`src/rtl/updi_pkg.sv`:
```
// Shared UPDI definitions: UART TX state encoding, frame constants and parity helper.
package updi_pkg;

    localparam int unsigned UPDI_DATA_BITS = 8;
    localparam int unsigned UPDI_STOP_BITS = 2;
    localparam logic [7:0]  UPDI_SYNCH     = 8'h55;

    typedef enum logic [2:0] {
        IDLE,
        FETCH,
        START,
        DATA,
        PARITY,
        STOP,
        BREAK
    } updi_uart_tx_state;

    // Even parity: the returned bit makes the total count of ones even.
    function automatic logic updi_even_parity(input logic [UPDI_DATA_BITS-1:0] d);
        return ^d;
    endfunction

endpackage

```
`src/rtl/updi_baud_counter.sv`:
```
// Bit-time counter: counts 0..CLK_DIV-1 and ticks on the last count of each bit.
// Shared by the UPDI transmitter and the future UPDI receiver.
module updi_baud_counter #(
    parameter int unsigned CLK_DIV  = 16,
    parameter int unsigned DIV_BITS = $clog2(CLK_DIV)
) (
    input  logic                clk,
    input  logic                rst,
    input  logic                clear,
    output logic [DIV_BITS-1:0] count,
    output logic                tick
);

    localparam logic [DIV_BITS-1:0] LAST = DIV_BITS'(CLK_DIV - 1);

    logic [DIV_BITS-1:0] count_q;
    logic [DIV_BITS-1:0] count_d;

    always_comb begin
        count_d = count_q + DIV_BITS'(1);
        if (clear || (count_q == LAST)) begin
            count_d = '0;
        end
    end

    always_ff @(posedge clk) begin
        if (rst) begin
            count_q <= '0;
        end else begin
            count_q <= count_d;
        end
    end

    assign count = count_q;
    assign tick  = (count_q == LAST);

endmodule

```
`src/rtl/updi_uart_tx.sv`:
```
// UPDI UART transmitter: pops bytes from the instruction FIFO and sends 8E2 frames.
// Defining UPDI_UART_TX_BREAK_EN adds the send_break input and BREAK generation.
module updi_uart_tx #(
    parameter int unsigned CLK_DIV    = 16,
    parameter int unsigned DIV_BITS   = $clog2(CLK_DIV),
    parameter int unsigned BREAK_BITS = 12
) (
    input  logic       clk,
    input  logic       rst,
    input  logic [7:0] fifo_data,
    input  logic       fifo_empty,
`ifdef UPDI_UART_TX_BREAK_EN
    input  logic       send_break,
`endif
    output logic       fifo_rd_en,
    output logic       tx,
    output logic       tx_en,
    output logic       busy,
    output logic       byte_done
);

    import updi_pkg::*;

    localparam logic [2:0] LAST_DATA_IDX = 3'(UPDI_DATA_BITS - 1);
    localparam logic [2:0] LAST_STOP_IDX = 3'(UPDI_STOP_BITS - 1);

    updi_uart_tx_state state_q, state_d;

    logic [2:0]          bit_idx_q, bit_idx_d;
    logic [7:0]          shift_q, shift_d;
    logic                parity_q, parity_d;
    logic                frame_end_q, frame_end_d;

    logic                tx_q, tx_d;
    logic                tx_en_q, tx_en_d;
    logic                rd_en_q, rd_en_d;
    logic                busy_q, busy_d;
    logic                byte_done_q, byte_done_d;

    logic [DIV_BITS-1:0] baud_count;
    logic                baud_tick;
    logic                baud_clear;

`ifdef UPDI_UART_TX_BREAK_EN
    localparam int unsigned BRK_W = $clog2(BREAK_BITS + 1);

    logic [BRK_W-1:0]    brk_cnt_q, brk_cnt_d;
`else
    logic                unused_break_cfg;

    assign unused_break_cfg = |BREAK_BITS;
`endif

    // Counter restarts at 0 whenever the FSM changes state.
    assign baud_clear = (state_d != state_q);

    updi_baud_counter #(
        .CLK_DIV  (CLK_DIV),
        .DIV_BITS (DIV_BITS)
    ) u_baud (
        .clk   (clk),
        .rst   (rst),
        .clear (baud_clear),
        .count (baud_count),
        .tick  (baud_tick)
    );

    always_comb begin
        state_d     = state_q;
        bit_idx_d   = bit_idx_q;
        shift_d     = shift_q;
        parity_d    = parity_q;
        frame_end_d = 1'b0;
`ifdef UPDI_UART_TX_BREAK_EN
        brk_cnt_d   = brk_cnt_q;
`endif
        case (state_q)
            IDLE: begin
                bit_idx_d = '0;
`ifdef UPDI_UART_TX_BREAK_EN
                brk_cnt_d = '0;
                if (send_break) begin
                    state_d = BREAK;
                end else
`endif
                if (!fifo_empty) begin
                    state_d = FETCH;
                end
            end
            FETCH: begin
                state_d = START;
            end
            START: begin
                // Pop data becomes valid one cycle after the visible rd_en, i.e. here.
                if (baud_count == '0) begin
                    shift_d  = fifo_data;
                    parity_d = updi_even_parity(fifo_data);
                end
                if (baud_tick) begin
                    state_d = DATA;
                end
            end
            DATA: begin
                if (baud_tick) begin
                    shift_d = {1'b0, shift_q[7:1]};
                    if (bit_idx_q == LAST_DATA_IDX) begin
                        bit_idx_d = '0;
                        state_d   = PARITY;
                    end else begin
                        bit_idx_d = bit_idx_q + 3'd1;
                    end
                end
            end
            PARITY: begin
                if (baud_tick) begin
                    state_d = STOP;
                end
            end
            STOP: begin
                if (baud_tick) begin
                    if (bit_idx_q == LAST_STOP_IDX) begin
                        bit_idx_d   = '0;
                        frame_end_d = 1'b1;
                        state_d     = IDLE;
                    end else begin
                        bit_idx_d = bit_idx_q + 3'd1;
                    end
                end
            end
`ifdef UPDI_UART_TX_BREAK_EN
            BREAK: begin
                if (baud_tick) begin
                    if (brk_cnt_q == BRK_W'(BREAK_BITS)) begin
                        brk_cnt_d = '0;
                        state_d   = IDLE;
                    end else begin
                        brk_cnt_d = brk_cnt_q + BRK_W'(1);
                    end
                end
            end
`endif
            default: begin
                state_d = IDLE;
            end
        endcase
    end

    // Outputs are a registered image of the current state, one cycle behind state_q.
    always_comb begin
        tx_d        = 1'b1;
        tx_en_d     = 1'b0;
        rd_en_d     = (state_q == IDLE) && (state_d == FETCH);
        busy_d      = (state_q != IDLE);
        byte_done_d = frame_end_q;
        case (state_q)
            START: begin
                tx_d    = 1'b0;
                tx_en_d = 1'b1;
            end
            DATA: begin
                tx_d    = shift_q[0];
                tx_en_d = 1'b1;
            end
            PARITY: begin
                tx_d    = parity_q;
                tx_en_d = 1'b1;
            end
            STOP: begin
                tx_en_d = 1'b1;
            end
`ifdef UPDI_UART_TX_BREAK_EN
            BREAK: begin
                tx_d    = (brk_cnt_q == BRK_W'(BREAK_BITS));
                tx_en_d = 1'b1;
            end
`endif
            default: begin
            end
        endcase
    end

    always_ff @(posedge clk) begin
        if (rst) begin
            state_q     <= IDLE;
            bit_idx_q   <= '0;
            shift_q     <= '0;
            parity_q    <= 1'b0;
            frame_end_q <= 1'b0;
`ifdef UPDI_UART_TX_BREAK_EN
            brk_cnt_q   <= '0;
`endif
        end else begin
            state_q     <= state_d;
            bit_idx_q   <= bit_idx_d;
            shift_q     <= shift_d;
            parity_q    <= parity_d;
            frame_end_q <= frame_end_d;
`ifdef UPDI_UART_TX_BREAK_EN
            brk_cnt_q   <= brk_cnt_d;
`endif
        end
    end

    always_ff @(posedge clk) begin
        if (rst) begin
            tx_q        <= 1'b1;
            tx_en_q     <= 1'b0;
            rd_en_q     <= 1'b0;
            busy_q      <= 1'b0;
            byte_done_q <= 1'b0;
        end else begin
            tx_q        <= tx_d;
            tx_en_q     <= tx_en_d;
            rd_en_q     <= rd_en_d;
            busy_q      <= busy_d;
            byte_done_q <= byte_done_d;
        end
    end

    assign tx         = tx_q;
    assign tx_en      = tx_en_q;
    assign fifo_rd_en = rd_en_q;
    assign busy       = busy_q;
    assign byte_done  = byte_done_q;

endmodule

```
`config.mk`:
```
export PLATFORM = sky130hd
export DESIGN_NAME = updi_uart_tx
export DESIGN_NICKNAME = d
export VERILOG_FILES = /design/src/rtl/updi_pkg.sv /design/src/rtl/updi_baud_counter.sv /design/src/rtl/updi_uart_tx.sv
export SDC_FILE = /design/constraint.sdc
export NUM_CORES = 1
export LEC_CHECK = 0
export ABC_AREA = 1
export CAP_MARGIN = 25
export CORE_ASPECT_RATIO = 0.5
export CORE_MARGIN = 4
export CORE_UTILIZATION = 30
export DETAILED_ROUTE_END_ITERATION = 7
export GPL_TIMING_DRIVEN = 0
export RECOVER_POWER = 25
export SLEW_MARGIN = 40
export SYNTH_ARGS = -nofsm -noshare
export SYNTH_HDL_FRONTEND = slang
export SYNTH_SLANG_ARGS = --single-unit
export TNS_END_PERCENT = 10
```
`constraint.sdc`:
```
create_clock -name clk -period 3.5 [get_ports clk]
set_clock_uncertainty 0.05 [all_clocks]
set_input_delay 0.35 -clock clk [delete_from_list [all_inputs] [get_ports clk]]
set_output_delay 0.35 -clock clk [all_outputs]
set_load 0.02 [all_outputs]
```
==> qor.yml <==
outcome: "complete, no violations"
layout.cells.non_filler: 269
synth_cell_type_count: 27
fmax_mhz: 548
layout_commonest_cell: "nand2_1"
fillers: 430
placedCellCount: 265
synth.largest_area_cell: "dfxtp_1"
r2r-start: "u_baud.count[0]$_SDFF_PP0_"
cts-root-buf: "clkbuf_8"
crit_required_ns: 3.63
finalSetupTns_ns: 0
final_util: 0.390
min_path_type: "reg2reg"
nNetsFinal: 233
place.gp.congestion: 0.794
syn_nets: 213
worst_setup_path_end_kind: "flop"
fp.coreArea_sq_um: 4100
hold_viol: 0
yosys_warnings: 0
diodes: 0
grt_max_degree: 15
worst_pin_slew_ns: 0.480
syn2layout_area_growth_pct: 19.0
critPathMaxFanout: 10
dpl.hpwl_microns: 2170
clk_latency_ns: 0.27
cts_sinks: 25
rsz0062_at_grt: "no"
overflow: 0
drc: 0
postCtsSetupRepairBufs: 0
post-route-min-period_ns: 1.82
ys_seq_area_frac: 0.372
tritoncts: "done"
period_share: 0.521
rows: 16
ys_ff_latch: 25
avgViaCountPerCell: 4.63
setup-violations-final: 0
drt-total-wl_microns: 2880
drtIter0Drc: 89
antenna_found_initial: 0
postSynthAreaPerCell_sq_um: 6.87
reg2reg_slack_ns: 1.68
cts_buffers: 3
worstSetupPathType: "reg2reg"
grt_pass1_wl_microns: 5080
postRouteAntennaNets: 0
relSlewSlack: 0.680
layout_common_cells: "nand2_1 (58), dfxtp_1 (25), inv_1 (20)"
syn_area_sq_um: 1350
p_leak_nw: 0.717
start_util: 0.328
power.total_mw: 0.600
dieArea_sq_um: 5690
synth.top_cell.area_share: 0.372
multi_input_area_sq_um: 724
io_buffers: 15
post_cts_resized: 0
maxSlewViolCount: 0
ir_worst_vdd_mv: 0.144
cts.htree.levels: 1
die_w_microns: 103
clkTransAtPathRegs_ns: 0.09
worstHoldStart: "byte_done_d$_SDFF_PP0_"
min_to: "byte_done$_SDFF_PP0_"
vias: 1246
r2r_end: "shift_q[6]$_SDFFE_PP0P_"
routedWlPerCell_microns: 10.7
final_layout_size_suffix_gt1_frac: 0.0651
powerDensity_nw_per_um2: 375
grtUsageTotal: 0.112
postSynthCellCount: 196
startpoint_type: "flop"
synth_area_leaders: "dfxtp_1 (37%), nand2_1 (16%), ha_1 (5.6%)"
holdPathStages: 2
hold_buffers: 0
cp_data_arrival_time_ns: 1.95
die_h_microns: 55.4
ios: 16
cts_buffer_depth: 2
first_global_vias: 1180
r2r_cells: 9
cap_viol_max_count: 0
seq_area_sq_um: 500
dr.pass1.iters: 4
-- worst max-delay path, stage by stage, from the launching register on --
cell     delay (ns)
dfxtp_1        0.38
ha_1           0.22
nand2_1        0.08
nor2_1         0.32
nand2_1        0.21
nand2_2        0.15
buf_6          0.14
nand3_1        0.07
nand2_1        0.06
nor2_1         0.04
-- cell usage after synthesis (all sizes together) --
cell type,number
o21bai,1
xnor2,4
o21ai,10
a31oi,1
dfxtp,25
buf,2
nand3,14
a21oi,8
nand4,1
inv,24
clkinv,1
o22ai,1
xor2,4
o2111ai,1
nand2,61
ha,6
or2,1
clkbuf,1
nor2,20
nor3,10
-- report_power, final --
part           switching [mW]  internal (mW)
Combinational          0.0675         0.0482
Sequential             0.0112          0.302
Clock                  0.0921         0.0797
Total                   0.171          0.430
-- sequential cells by signal, summed over array words and instances (netlist names), 3 cells and up --
signal        cells
bit_idx_q         3
u_baud.count      4
shift_q           8
state_q           3
-- final cells by class --
type / count / share of cell area
Multi-Input combinational cell: 143 / 0.452
Sequential cell: 25 / 0.312
Timing Repair Buffer: 15 / 0.0937
Inverter: 25 / 0.0586
Tap cell: 54 / 0.0422
Clock buffer: 3 / 0.0258
Buffer: 3 / 0.0117
Clock inverter: 1 / 0.00312
-- stage by stage --
step	hold slack (ns)	setup WS [ns]	cell area [sq um]
2_1_floorplan	0.338	2.10	1350
3_3_place_gp	0.345	1.87	1560
3_5_place_dp	0.351	1.89	1560
4_1_cts	0.367	1.88	1610
5_1_grt	0.402	1.51	1600
6_report	0.361	1.68	1600
-- cell families (layout without fill, tap and decap cells) --
kind of cell,after synthesis,after routing,synth area share
xor+xnor,8,8,0.0520
fa+ha+maj,6,6,0.0558
buf+inv,28,47,0.0846
compound gates,22,22,0.0911
flops,25,25,0.372
simple gates,107,107,0.345
-- layer usage --
layer / wire length (microns) / up-vias / part of all wire / global-route usage
li1: - / 659 / - / -
met1: 1450 / 559 / 0.50 / 0.142
met2: 1230 / 24 / 0.43 / 0.172
met3: 138 / 4 / 0.048 / 0.0339
met4: 57 / 0 / 0.020 / 0.0517
met5: 0 / - / 0 / 0
-- worst max-delay path by stage --
stage | to | startpoint | slack (ns)
6_report | shift_q[6]$_SDFFE_PP0P_ | u_baud.count[0]$_SDFF_PP0_ | 1.68
5_1_grt | shift_q[6]$_SDFFE_PP0P_ | u_baud.count[0]$_SDFF_PP0_ | 1.51
4_1_cts | fifo_rd_en | fifo_rd_en$_SDFF_PP0_ | 1.88
3_5_place_dp | byte_done_d$_SDFF_PP0_ | rst | 1.89
3_3_place_gp | byte_done_d$_SDFF_PP0_ | rst | 1.87
2_1_floorplan | shift_q[2]$_SDFFE_PP0P_ | u_baud.count[0]$_SDFF_PP0_ | 2.10
Note: power is estimated with default switching activity, not from simulation.
